## src/rtl/popcount_window_stats.sv

```systemverilog
`default_nettype none
// ============================================================================
// Module      : popcount_window_stats
// Description : Counts 1-bits per accepted word and emits per-window totals,
//               maximum per-word count and all-zero word count.
// Revision    : 1.0 - initial release
// ============================================================================
module popcount_window_stats #(
  parameter int WIDTH  = 4,
  parameter int WINDOW = 8,
  localparam int CNT_W = $clog2(WIDTH + 1),
  localparam int SUM_W = $clog2(WIDTH * WINDOW + 1),
  localparam int WC_W  = $clog2(WINDOW + 1)
) (
  input  logic             clk,
  input  logic             rst,
  input  logic             in_valid,
  output logic             in_ready,
  input  logic [WIDTH-1:0] in_data,
  output logic             out_valid,
  input  logic             out_ready,
  output logic [SUM_W-1:0] out_sum,
  output logic [CNT_W-1:0] out_max,
  output logic [WC_W-1:0]  out_zero_cnt
);

  localparam logic [WC_W-1:0] c_last_wc = WC_W'(WINDOW - 1);

  logic [WC_W-1:0]  r_wc;
  logic [SUM_W-1:0] r_acc_sum;
  logic [CNT_W-1:0] r_acc_max;
  logic [WC_W-1:0]  r_acc_zero;
  logic             r_out_valid;
  logic [SUM_W-1:0] r_out_sum;
  logic [CNT_W-1:0] r_out_max;
  logic [WC_W-1:0]  r_out_zero;

  logic [CNT_W-1:0] w_pc;
  logic             w_is_zero;
  logic             w_accept;
  logic             w_emit;
  logic             w_final;
  logic [SUM_W-1:0] w_sum;
  logic [CNT_W-1:0] w_max;
  logic [WC_W-1:0]  w_zero;

  always_comb begin
    w_pc = '0;
    for (int i = 0; i < WIDTH; i++) begin
      w_pc = w_pc + CNT_W'(in_data[i]);
    end
  end

  assign w_is_zero = (in_data == '0);
  assign in_ready  = !r_out_valid || out_ready;
  assign w_accept  = in_valid && in_ready;
  assign w_emit    = r_out_valid && out_ready;
  assign w_final   = (r_wc == c_last_wc);

  // Accumulators combined with the word on the input this cycle.
  assign w_sum  = r_acc_sum + SUM_W'(w_pc);
  assign w_max  = (w_pc > r_acc_max) ? w_pc : r_acc_max;
  assign w_zero = r_acc_zero + WC_W'(w_is_zero);

  always_ff @(posedge clk or posedge rst) begin
    if (rst) begin
      r_wc        <= '0;
      r_acc_sum   <= '0;
      r_acc_max   <= '0;
      r_acc_zero  <= '0;
      r_out_valid <= 1'b0;
      r_out_sum   <= '0;
      r_out_max   <= '0;
      r_out_zero  <= '0;
    end else begin
      if (w_accept) begin
        if (w_final) begin
          r_out_sum  <= w_sum;
          r_out_max  <= w_max;
          r_out_zero <= w_zero;
          r_wc       <= '0;
          r_acc_sum  <= '0;
          r_acc_max  <= '0;
          r_acc_zero <= '0;
        end else begin
          r_wc       <= r_wc + WC_W'(1);
          r_acc_sum  <= w_sum;
          r_acc_max  <= w_max;
          r_acc_zero <= w_zero;
        end
      end
      // A window completing on the emit edge keeps the record stream valid.
      if (w_accept && w_final) begin
        r_out_valid <= 1'b1;
      end else if (w_emit) begin
        r_out_valid <= 1'b0;
      end
    end
  end

  assign out_valid    = r_out_valid;
  assign out_sum      = r_out_sum;
  assign out_max      = r_out_max;
  assign out_zero_cnt = r_out_zero;

endmodule
`default_nettype wire

```

## config.mk

```make
export PLATFORM = sky130hd
export DESIGN_NAME = popcount_window_stats
export DESIGN_NICKNAME = d
export VERILOG_FILES = /design/src/rtl/popcount_window_stats.sv
export SDC_FILE = /design/constraint.sdc
export NUM_CORES = 1
export LEC_CHECK = 0
export BUFFER_PORTS_ARGS = -buffer_cell sky130_fd_sc_hd__buf_2
export CAP_MARGIN = 5
export CORE_MARGIN = 5
export CORE_UTILIZATION = 61
export DETAILED_ROUTE_END_ITERATION = 16
export PLACE_DENSITY = 0.95
export SLEW_MARGIN = 20
export SYNTH_ARGS = -nofsm -noshare
export SYNTH_HDL_FRONTEND = slang
export SYNTH_SLANG_ARGS = --single-unit
```

## constraint.sdc

```tcl
create_clock -name clk -period 4.1 [get_ports clk]
set_clock_uncertainty 0.15 [all_clocks]
set_input_delay 0.615 -clock clk [delete_from_list [all_inputs] [get_ports clk]]
set_output_delay 0.615 -clock clk [all_outputs]
set_load 0.03 [all_outputs]
```

# Word level (Yosys, flattened, before mapping)
# Cells that the tools add are included.
[word_totals]
ff_bits = 31
inputBits = 8
output_inout_bits = 15
wordCells = 31
[classes]
add_sub_neg = 6
n_lt_le_gt_ge = 1
eq_ne = 1
n_mux = 7
reduce_logical = 8
[ops]
columns = ["cell", "count"]
rows = [
  ["two-way mux 4 bit", 2],
  ["adder 6 x 3 -> 6 bit", 1],
  ["two-way mux 3 bit", 2],
  ["two-way mux 6 bit", 1],
  ["adder 4 x 1 -> 4 bit", 1],
  ["adder 4 x 1 -> 4 bit, second input constant", 1],
  ["equality test 4 x 3 -> 1 bit, second input constant", 1],
  ["zero test 4 bit", 1],
  ["adder 2 x 1 -> 3 bit", 1],
  ["adder 3 x 1 -> 3 bit", 1],
  ["> comparator 3 bit", 1],
  ["logical AND 1 bit", 3],
  ["adder 1 x 1 -> 2 bit", 1],
  ["two-way mux 1 bit", 2],
  ["AND reduction 2 bit", 1],
  ["nonzero test 2 bit", 1],
  ["zero test 1 bit", 1],
  ["logical OR 1 bit", 1],
]

# Logic depth before layout (Yosys ltp)
# Gate-level depths: netlist (run 1).
[logic_depth]
ltp_word = 6
ltp_mapped = 9
mapped_depth_nobuf = 9

# Worst setup path before layout (run 1)
# Ideal clock, no wire load.
[synth_timing]
path_type = "input to register"
startpoint = "in in_data[0]"
endpoint = "reg r_acc_sum[4]"
setup_ps = 83
arrival_ps = 2852
required_ps = 3867
path_slack_ps = 1016
cell_stages = 9
path_buffers = 0
path_cell_list = "fa_1 -> ha_1 -> ha_1 -> inv_1 -> fa_1 -> o211ai_1 -> o211ai_1 -> or3_1 -> o21ai_0"
[synth_via]
elab_chain_cells = 5
[synth_lines]
columns = ["item", "line_no", "rtl"]
rows = [
  ["start: declaration", "19", "input logic [WIDTH-1:0] in_data,"],
  ["adder 1 x 1 -> 2 bit", "50", "w_pc = w_pc + CNT_W'(in_data[i]);"],
  ["adder 2 x 1 -> 3 bit", "50", ""],
  ["adder 3 x 1 -> 3 bit", "50", ""],
  ["adder 6 x 3 -> 6 bit", "61", "assign w_sum = r_acc_sum + SUM_W'(w_pc);"],
  ["two-way mux 6 bit", "77", "if (w_final) begin"],
  ["end signal: assignment", "87", "r_acc_sum <= w_sum;"],
  ["end: declaration", "30", "logic [SUM_W-1:0] r_acc_sum;"],
]
# No other way between the ends.
# A chain may end at the register's enable or synchronous reset.

# Worst setup path after layout (run 1)
# Same ends and word-level chain as after synthesis.

==> results of run 1 <==
cell usage in the layout, fill, tap and decap left out, types with 2 or more instances in the layout:
| cell type | instances |
|---|---|
| nor2b_1 | 2 |
| mux2_2 | 3 |
| xor2_1 | 2 |
| xnor2_1 | 6 |
| o21ai_0 | 18 |
| o21ai_1 | 4 |
| mux2i_1 | 3 |
| a21oi_1 | 2 |
| buf_2 | 22 |
| nor3b_2 | 2 |
| clkbuf_4 | 5 |
| nor3_1 | 2 |
| nand3_1 | 4 |
| clkbuf_8 | 2 |
| o211ai_1 | 2 |
| a22o_1 | 6 |
| or3_1 | 2 |
| nand2_1 | 28 |
| ha_1 | 12 |
| and2_1 | 3 |
| dfrtp_1 | 31 |
| inv_1 | 11 |
| fa_1 | 2 |
| nor2_1 | 2 |
registers in the layout (all words and copies together), names as in the netlist:
| register | flops |
|---|---|
| r_wc | 4 |
| r_acc_max | 3 |
| out_sum | 6 |
| out_valid | 1 |
| r_acc_zero | 4 |
| out_zero_cnt | 4 |
| r_acc_sum | 6 |
| out_max | 3 |
layer usage:
| metal | vias to the layer above | GRT usage [%] | routed length (um) |
|---|---|---|---|
| li1 | 612 | - | - |
| met1 | 599 | 21.0 | 1340 |
| met2 | 30 | 30.3 | 1610 |
| met3 | 10 | 6.47 | 177 |
| met4 | 0 | 11.1 | 84 |
| met5 | - | 0 | 0 |
power breakdown:
group / internal (mW) / leakage (nW) / switching, mW / total, mW
clock: 0.101 / 0.0386 / 0.103 / 0.204
sequential: 0.429 / 0.395 / 0.101 / 0.529
combinational: 0.241 / 0.498 / 0.358 / 0.599
cells in the mapped netlist:
cell and n:
o31a_1 1, nor2_4 1, inv_1 12, nor2_1 2, or3_1 2, nor2b_1 2
nor3b_1 1, or4_1 1, a21oi_1 2, a32o_1 1, fa_1 2, mux2_2 3
xnor2_1 6, a32oi_2 1, nand2_1 28, nand2b_4 1, o22ai_1 1, xor2_1 2
buf_2 2, and3_1 1, o211ai_1 2, a21oi_2 1, or2_2 1, dfrtp_1 31
nor3b_2 2, nand3_1 4, nor3_1 2, a22o_1 6, mux2i_1 3, and2_1 3
o21ai_0 18, o21ai_1 4, ha_1 12, buf_4 3, nand2_2 1
metrics by stage:
step           hold WS (ns)  power, mW  cells  utilization (%)
6_report              0.194       1.33    221             69.0
5_1_grt               0.253       1.45    221             69.0
4_1_cts               0.213       1.34    221             69.0
3_5_place_dp          0.316       1.13    213             66.5
3_3_place_gp          0.307       1.09    213             66.5
2_1_floorplan         0.317      0.988    165                -
layout make-up:
| type | count | area share, % |
|---|---|---|
| multi-input cells | 117 | 44.5 |
| repair buffers | 22 | 5.89 |
| clock buffers | 8 | 3.68 |
| flip-flops and latches | 31 | 41.5 |
| inverters | 12 | 2.41 |
| well taps | 31 | 2.07 |
worst paths after layout:
check	from	endpoint	slack, ns	cells past startpoint
max reg2reg	r_acc_sum[0]	r_acc_sum[4]	2.02	7
min reg2reg	out_max[2]	out_max[2]	0.33	2
min	rst	r_acc_sum[0]	0.19	2
max	in_data[0]	r_acc_sum[4]	1.09	10
min in group clk	out_max[2]	out_max[2]	0.33	2
max in group asynchronous	rst	out_max[2]	3.20	2
kinds of logic (layout without fill, tap and decap cells):
kind of cell               after synthesis  after routing
buffers and inverters                   17             42
and+or+nand+nor                         52             52
adders and majority gates               14             14
muxes                                    6              6
DFF                                     31             31
AOI/OAI and AO/OA                       37             37
xor gates and xnor gates                 8              8
worst max-delay path, delay by kind of cell:
kind | cells | cell delay [ns]
AO/OA/AOI/OAI | 3 | 0.43
AND/OR/NAND/NOR | 1 | 0.37
buffers and inverters | 2 | 0.20
adder cells (fa/ha/maj) | 4 | 1.52
==> out/metrics.yaml, run 1 <==
die:
  die_width_um: 62.6
  die_h_um: 62.6
  fp-row-count: 19
  boundaryPins: 23
  coreArea_sq_um: 2710
  initial_core_util_pct: 62.2
  die_area_sq_um: 3910
sta:
  hold_violations: 0
  setup_slack_ns: 1.09
  slew_violations: 0
  period_minus_slack_ns: 3.01
  setup_tns_ns: 0
  worst_pin_slew_ns: 0.627
  slew_headroom_pct: 58.1
  rsz0062_at_grt: "no"
  clock.fmax_mhz: 332
  post-route-period-util_pct: 73.5
  finalSetupViolCount: 0
power:
  p_per_area_nw_per_um2: 712
  leakage_nw: 0.931
  ir_drop_v: 0.000581
outcome:
  status: "finished clean"
place:
  port_buffers: 22
  gp_congestion: 0.813
  hpwl_mm: 2.41
  place_area_sq_um: 1800
  dp_worst_setup_slack_ns: 0.720
global_routing:
  grt_pass1_wl_mm: 5.83
  grt_usage_pct: 18.7
  antenna_found_initial: 0
  grt_overflow: 0
  grt_pass1_vias: 1338
  grt_max_degree: 32
synthesis:
  synth.area.top_cells: "dfrtp_1, ha_1, nand2_1"
  ys_ff_latch: 31
  ys.warnings.count: 0
  synthesis.nets: 187
  synth-compound-area-share_pct: 14.1
  synth.avg_cell_area_sq_um: 10.2
  muxShareOfSynthArea_pct: 3.79
  yosys.area_share.simple_pct: 16.0
  netlist.area_leader.share_pct: 46.0
  synth_area_leader_cell: "dfrtp_1"
  ys_types: 35
  synthAdderAreaFrac_pct: 11.3
  synth_top_family_by_area: "simple AND/OR/NAND/NOR gates"
  synth_area_sq_um: 1690
  yosysSeqAreaShare_pct: 46.0
  synth_xor_area_share_pct: 4.16
  synth_cells: 165
cts:
  cts_tree: "built"
  cts.repair.resized: 0
  cts.sinks: 31
  ctsHtreeMaxLevel: 2
  post_cts_buffers: 0
  cts.clk_slew.worst_paths_ns: 0.09
  cts_buffer_depth: 2
  root_buffer: "clkbuf_4"
  clkLatencyLatePin_ns: 0.34
  postCtsHoldBufs: 0
  cts_made_buffers: 5
detailed_routing:
  vias_per_cell: 5.66
  first_pass_iters: 4
  detail_route.wl_per_cell_um: 14.5
  num_vias: 1251
  ant_nets: 0
  drt_first_iter_violations: 27
  drc: 0
  wl_mm: 3.21
layout:
  finalInstanceArea_sq_um: 1870
  multi_input_area_sq_um: 832
  register_area_sq_um: 776
  fillerInstances: 215
  drive_above_1_share_pct: 21.6
  synthToLayoutAreaGrowth_pct: 11.0
  diodes: 0
  num-nets-final: 211
setup_path:
  crit_required_ns: 4.21
  critPathKind: "input pin to flop"
  cp_slowest_stage_delay_ns: 0.50
  crit_path_top_delay_cell: "fa_1"
  end_kind: "flop"
  arrival_ns: 3.12
  crit_path_start_kind: "input pin"
  worstPathCellList: "buf_2 > fa_1 > ha_1 > ha_1 > inv_1 > fa_1 > o211ai_1 > o211ai_1 > or3_1 > o21ai_0"
  cp_max_fo: 5
run:
  drv_cap: 0
hold_path:
  hold_path_class: "input pin to async pin"
Power figures use the tool's default switching activity.
==> inputs of run 2 (changes only) <==
- ABC_AREA: default -> 1
- CORE_UTILIZATION: 61 -> 51
- PLACE_DENSITY: 0.95 -> 0.87
- clock period: 4.1 -> 2.5 ns (I/O delays scaled with it)
==> run 2 against run 1 <==
Net effect: combinational power rose by 64%; synthesized cell count grew 9.7%; worst setup slack got worse by 0.95 ns; clock-buffer cell count fell by 1; power up 62%; register-to-register slack worse by 1.2 ns; die area is 14% higher; cell area grew 0.74%; critical endpoint is now out_sum[4].
==> out/metrics.yaml, run 2 <==
sta:
  slew_violations: 0  # unchanged
  setup_tns_ns: 0  # unchanged
  clock.fmax_mhz: 422
  slew_headroom_pct: 73.9  # +16 points
  finalSetupViolCount: 0  # unchanged
  post-route-period-util_pct: 94.7
  hold_violations: 0  # unchanged
  setup_slack_ns: 0.132  # -0.955 ns
  period_minus_slack_ns: 2.37
  rsz0062_at_grt: "no"
  worst_pin_slew_ns: 0.391  # -0.236 ns
global_routing:
  grt_pass1_vias: 1303  # -2.6%
  grt_max_degree: 32  # unchanged
  antenna_found_initial: 0  # unchanged
  grt_overflow: 0  # unchanged
  grt_pass1_wl_mm: 5.82  # -0.12%
  grt_usage_pct: 17.9  # -0.77 points
  grt_util_met1_pct: 22.7  # +1.7 points
  met3_usage_pct: 6.24  # -0.24 points
  busiest_layer: "met2"
  met2_usage_pct: 26.9  # -3.5 points
cts:
  cts.clk_slew.worst_paths_ns: 0.10  # about the same
  post_cts_buffers: 0  # unchanged
  cts_buffer_depth: 2  # unchanged
  cts.sinks: 31  # unchanged
  cts_made_buffers: 5  # unchanged
  clkLatencyLatePin_ns: 0.34  # about the same
  cts_tree: "built"
  ctsHtreeMaxLevel: 2  # unchanged
  root_buffer: "clkbuf_4"
detailed_routing:
  vias_per_cell: 5.11  # -9.7%
  wl_mm: 3.17  # -1.2%
  ant_nets: 0  # unchanged
  first_pass_iters: 4  # unchanged
  drt_first_iter_violations: 70  # +160%
  drc: 0  # unchanged
  num_vias: 1308  # +4.6%
  detail_route.wl_per_cell_um: 12.4  # -15%
setup_path:
  critPathKind: "input pin to flop"
  crit_top_cell: "nand2_1"
  end_kind: "flop"
  worstPathCellList: "buf_2 > fa_1 > ha_1 > ha_1 > inv_1 > fa_1 > inv_1 > nand3_1 > nand2_1 > nand2_1 > nand3_1 > nand2_1"
  crit_path_top_delay_cell: "fa_1"
  crit_path_start_kind: "input pin"
  cp_max_fo: 3  # -2
  arrival_ns: 2.45  # -0.67 ns
  cp_slowest_stage_delay_ns: 0.51  # about the same
  crit_required_ns: 2.58  # -1.63 ns
die:
  die_width_um: 66.7  # +6.7%
  initial_core_util_pct: 53.3  # -8.9 points
  coreArea_sq_um: 3080  # +14%
  boundaryPins: 23  # unchanged
  die_area_sq_um: 4450  # +14%
  die_h_um: 66.7  # +6.7%
  fp-row-count: 20  # +1
place:
  dp.cells: 247  # +16%
  dp_worst_setup_slack_ns: -0.201  # -0.921 ns
  place_area_sq_um: 1800  # unchanged
  gp_congestion: 0.888  # +9.2%
  port_buffers: 22  # unchanged
  hpwl_mm: 2.37  # -1.6%
layout:
  num-nets-final: 233  # +10%
  diodes: 0  # unchanged
  register_area_sq_um: 776  # unchanged
  layout_common_cells: "nand2_1, dfrtp_1, buf_2, inv_1, nand3_1"
  multi_input_area_sq_um: 748  # -10%
  synthToLayoutAreaGrowth_pct: 14.8
  drive_above_1_share_pct: 19.8  # -1.8 points
  finalInstanceArea_sq_um: 1880  # +0.74%
  final_common_cell: "nand2_1"
  fin_cells: 256  # +16%
  postLayoutCoreUtil_pct: 61.2  # -7.8 points
  fillerInstances: 264  # +23%
run:
  drv_cap: 0  # unchanged
outcome:
  status: "finished clean"
power:
  p_per_area_nw_per_um2: 1140  # +60%
  ir_drop_v: 0.000510  # -12%
  leakage_nw: 1.04  # +12%
synthesis:
  ys.warnings.count: 0  # unchanged
  synth_area_sq_um: 1640  # -2.6%
  netlist.area_leader.share_pct: 47.3  # +1.2 points
  ys_types: 26  # -26%
  synth_ff_type: "dfrtp_1"
  netlist_top_cells_count: "nand2_1, dfrtp_1, inv_1, nand3_1, ha_1"
  synth_area_leader_cell: "dfrtp_1"
  async_flop_share_pct: 100  # unchanged
  synth_cells: 181  # +9.7%
  synthMostInstantiatedCell: "nand2_1"
  ys_ff_latch: 31  # unchanged
  synth_edf_count: 0  # unchanged
  synth.area.top_cells: "dfrtp_1, nand2_1, ha_1"
  yosysSeqAreaShare_pct: 47.3  # +1.2 points
  synthesis.nets: 203  # +8.6%
  synth.avg_cell_area_sq_um: 9.07  # -11%
hold_path:
  hold_path_class: "input pin to flop"
[run 2: worst max-delay path, delay by kind of cell]
family | cells | cell delay (ns)
adder cells (fa/ha/maj) | 4 | 1.46
buffers and inverters | 3 | 0.26
AND/OR/NAND/NOR | 5 | 0.35
[run 2: area by class of cell]
| type | count | share of cell area (%) |
|---|---|---|
| Tap cell | 44 | 2.92 |
| Timing Repair Buffer | 25 | 7.17 |
| Clock inverter | 1 | 0.398 |
| Clock buffer | 7 | 3.45 |
| Multi-Input combinational cell | 124 | 39.7 |
| Inverter | 24 | 5.18 |
| Sequential cell | 31 | 41.2 |
[run 2: repair_timing]
| action | in CTS | in global routing |
|---|---|---|
| gates resized for setup | 0 | 0 |
| endpoints found under the hold margin | 31 | 0 |
| hold buffers | 1 | 0 |
| endpoints found under the setup margin | 0 | 0 |
[run 2: where the power goes]
group	switching (mW)	leakage [nW]	internal [mW]
logic	0.640	0.605	0.340
clock network	0.172	0.0375	0.164
registers	0.135	0.398	0.701
total	0.947	1.04	1.20
[run 2: cell families after synthesis]
logic type | share of synthesized area (%)
buf+inv | 7.16
fa+ha+maj | 11.6
flops | 47.3
xor+xnor | 1.60
compound gates | 7.70
simple gates | 24.7
[run 2: final timing paths]
check,start,endpoint,slack [ns],cells after the start
max in group asynchronous,rst,out_max[0],1.41,4
min,out_ready,out_valid,0.18,4
max,in_data[0],out_sum[4],0.13,12
min reg2reg,out_max[1],out_max[1],0.33,2
min in group asynchronous,rst,r_wc[1],0.49,4
max reg2reg,r_acc_sum[0],out_sum[4],0.83,9
[run 2: metrics by stage]
| stage | power [mW] | hold slack, ns |
|---|---|---|
| floorplan | 1.58 | 0.317 |
| global placement | 1.78 | 0.302 |
| detailed placement | 1.83 | 0.311 |
| CTS | 2.18 | 0.174 |
| global route | 2.37 | 0.198 |
| finish | 2.15 | 0.183 |
[run 2: layer usage]
metal / share of wire, % / vias to the layer above
met1: 46 / 623
met4: 1.7 / 0
met2: 47 / 34
met5: 0 / -
met3: 5.7 / 4
li1: - / 647
==> inputs of run 3 (changes only) <==
- ABC_AREA: 1 -> default
==> run 3 against run 2 <==
Net effect: clock power hardly changed; first-iteration DRC count shrank 41%; combinational power up 22%; sequential power rose by 3.7%; cell area increased by 12%; global-route usage down 0.51 points; worst setup slack worse by 0.12 ns; utilization up 6.6 points; power grew 12%; critical path type unchanged; largest cell class is now multi-input gates; highest routed layer unchanged.
==> out/metrics.yaml, run 3 (same netlist as run 1, synthesis figures left out) <==
setup_path:
  arrival_ns: 2.56  # +0.11 ns
  worstRegToRegCells: 6  # -3
  critPathKind: "input pin to flop"
  crit_path_start: "in_data[3]"
  end_kind: "flop"
  cp_slowest_stage_delay_ns: 0.62  # +0.11 ns
  path_buf_inv: 1  # -2
  timing.rr.end: "r_acc_max[0]"
  worstPathCellList: "buf_6 > fa_2 > ha_4 > ha_4 > ha_4 > nor2b_4 > o21ai_4 > a32oi_4 > o21ai_1 > a22o_1"
  cp_top_family: "adder cells"
  crit_required_ns: 2.58  # about the same
  cp_max_fo: 4  # +1
  critical_path_depth: 10  # -2
  r2r-start: "r_wc[0]"
  crit_path_top_delay_cell: "fa_2"
  crit_path_start_kind: "input pin"
  rrSetupSlack_ns: 0.56  # -0.27 ns
  critPathCapture: "r_acc_max[0]"
  crit_top_cell: "ha_4"
global_routing:
  grt_overflow: 0  # unchanged
  grt_pass1_wl_mm: 5.76  # -1.1%
  grt_usage_pct: 17.4  # -0.51 points
  grt_max_degree: 32  # unchanged
  antenna_found_initial: 0  # unchanged
  grt_pass1_vias: 1234  # -5.3%
die:
  die_area_sq_um: 4550  # +2.3%
  die_h_um: 67.5  # +1.1%
  initial_core_util_pct: 54.3  # +0.98 points
  die_width_um: 67.5  # +1.1%
  fp-row-count: 20  # unchanged
  boundaryPins: 23  # unchanged
  coreArea_sq_um: 3100  # +0.81%
sta:
  slew_headroom_pct: 60.5  # -13 points
  hold_violations: 0  # unchanged
  period_minus_slack_ns: 2.49  # +0.120 ns
  finalSetupViolCount: 0  # unchanged
  rsz0062_at_grt: "yes"
  post-route-period-util_pct: 99.5  # +4.8 points
  worst_pin_slew_ns: 0.591  # +0.200 ns
  setup_tns_ns: 0  # unchanged
  clock.fmax_mhz: 402  # -4.8%
  slew_violations: 0  # unchanged
outcome:
  status: "finished clean"
place:
  dp.cells: 237  # -4.0%
  hpwl_mm: 2.35  # -0.69%
  port_buffers: 22  # unchanged
  place_area_sq_um: 1960  # +8.8%
  gp_congestion: 0.852  # -4.0%
cts:
  cts_buffer_depth: 2  # unchanged
  cts.clk_slew.worst_paths_ns: 0.09  # about the same
  cts_tree: "built"
  root_buffer: "clkbuf_4"
  cts.sinks: 31  # unchanged
  cts_made_buffers: 5  # unchanged
  ctsHtreeMaxLevel: 2  # unchanged
  clkLatencyLatePin_ns: 0.33  # about the same
detailed_routing:
  drc: 0  # unchanged
  first_pass_iters: 4  # unchanged
  drt_first_iter_violations: 41  # -41%
  vias_per_cell: 5.11  # about the same
  ant_nets: 0  # unchanged
  detail_route.wl_per_cell_um: 13.4  # +7.7%
  wl_mm: 3.30  # +3.9%
  num_vias: 1261  # -3.6%
layout:
  postLayoutCoreUtil_pct: 67.9  # +6.6 points
  finalInstanceArea_sq_um: 2110  # +12%
  num-nets-final: 224  # -3.9%
  layout_common_cells: "dfrtp_1, nand2_1, buf_2, o21ai_0, buf_4"
  final_common_cell: "dfrtp_1"
  diodes: 0  # unchanged
  drive_above_1_share_pct: 32.5  # +13 points
  fin_cells: 247  # -3.5%
  synthToLayoutAreaGrowth_pct: 24.9
power:
  leakage_nw: 1.01  # -2.9%
  p_per_area_nw_per_um2: 1140  # -0.22%
  total_power_mw: 2.40  # +12%
  ir_drop_v: 0.000625  # +23%
run:
  drv_cap: 0  # unchanged
hold_path:
  min_path_cells: 3  # -1
  hold_path_class: "input pin to flop"
-- run 3: worst min-delay path by stage --
stage                     from         end  slack (ns)
floorplan              r_wc[2]     r_wc[2]        0.32
global placement    out_sum[1]  out_sum[1]        0.31
detailed placement  out_sum[3]  out_sum[3]        0.31
CTS                  out_ready   out_valid        0.16
global route         out_ready   out_valid        0.16
finish               out_ready   out_valid        0.16
-- run 3: worst min-delay path: stages --
cell	delay, ns
buf_2	0.08
nand2b_4	0.12
nand2_1	0.04
-- run 3: metal layers --
layer  part of all wire (%)  routed length [um]  global-route usage (%)
met1                     46                1530                    22.8
met2                     46                1530                    27.2
met3                    5.2                 173                    4.16
met4                    1.8                  61                    7.85
met5                      0                   0                       0
-- run 3: what timing repair did --
action / in CTS / in global routing
buffers inserted: 1 / 0
gates resized for setup: 4 / 11
hold buffers: 1 / 0
endpoints found under the hold margin: 31 / 0
pin swaps: 4 / 7
setup endpoints to repair: 4 / 13
-- run 3: power by group --
part           leakage (nW)  internal [mW]  switching [mW]
combinational         0.576          0.553           0.646
sequential            0.395          0.703           0.163
clock                0.0386          0.165           0.168
total                  1.01           1.42           0.978
-- run 3: final cells by class --
cell class                      count  area, sq um
Tap cell                           44         55.1
Multi-Input combinational cell    117          945
Clock buffer                        8         68.8
Sequential cell                    31          776
Timing Repair Buffer               35          216
Inverter                           12         45.0
Fill cell                         271          997
-- run 3: through the flow --
step	setup WS (ns)	hold WS (ns)
global placement	-0.380	0.306
detailed placement	-0.439	0.315
global route	-0.0590	0.161
CTS	0.000792	0.165
finish	0.0124	0.163
floorplan	-0.189	0.317
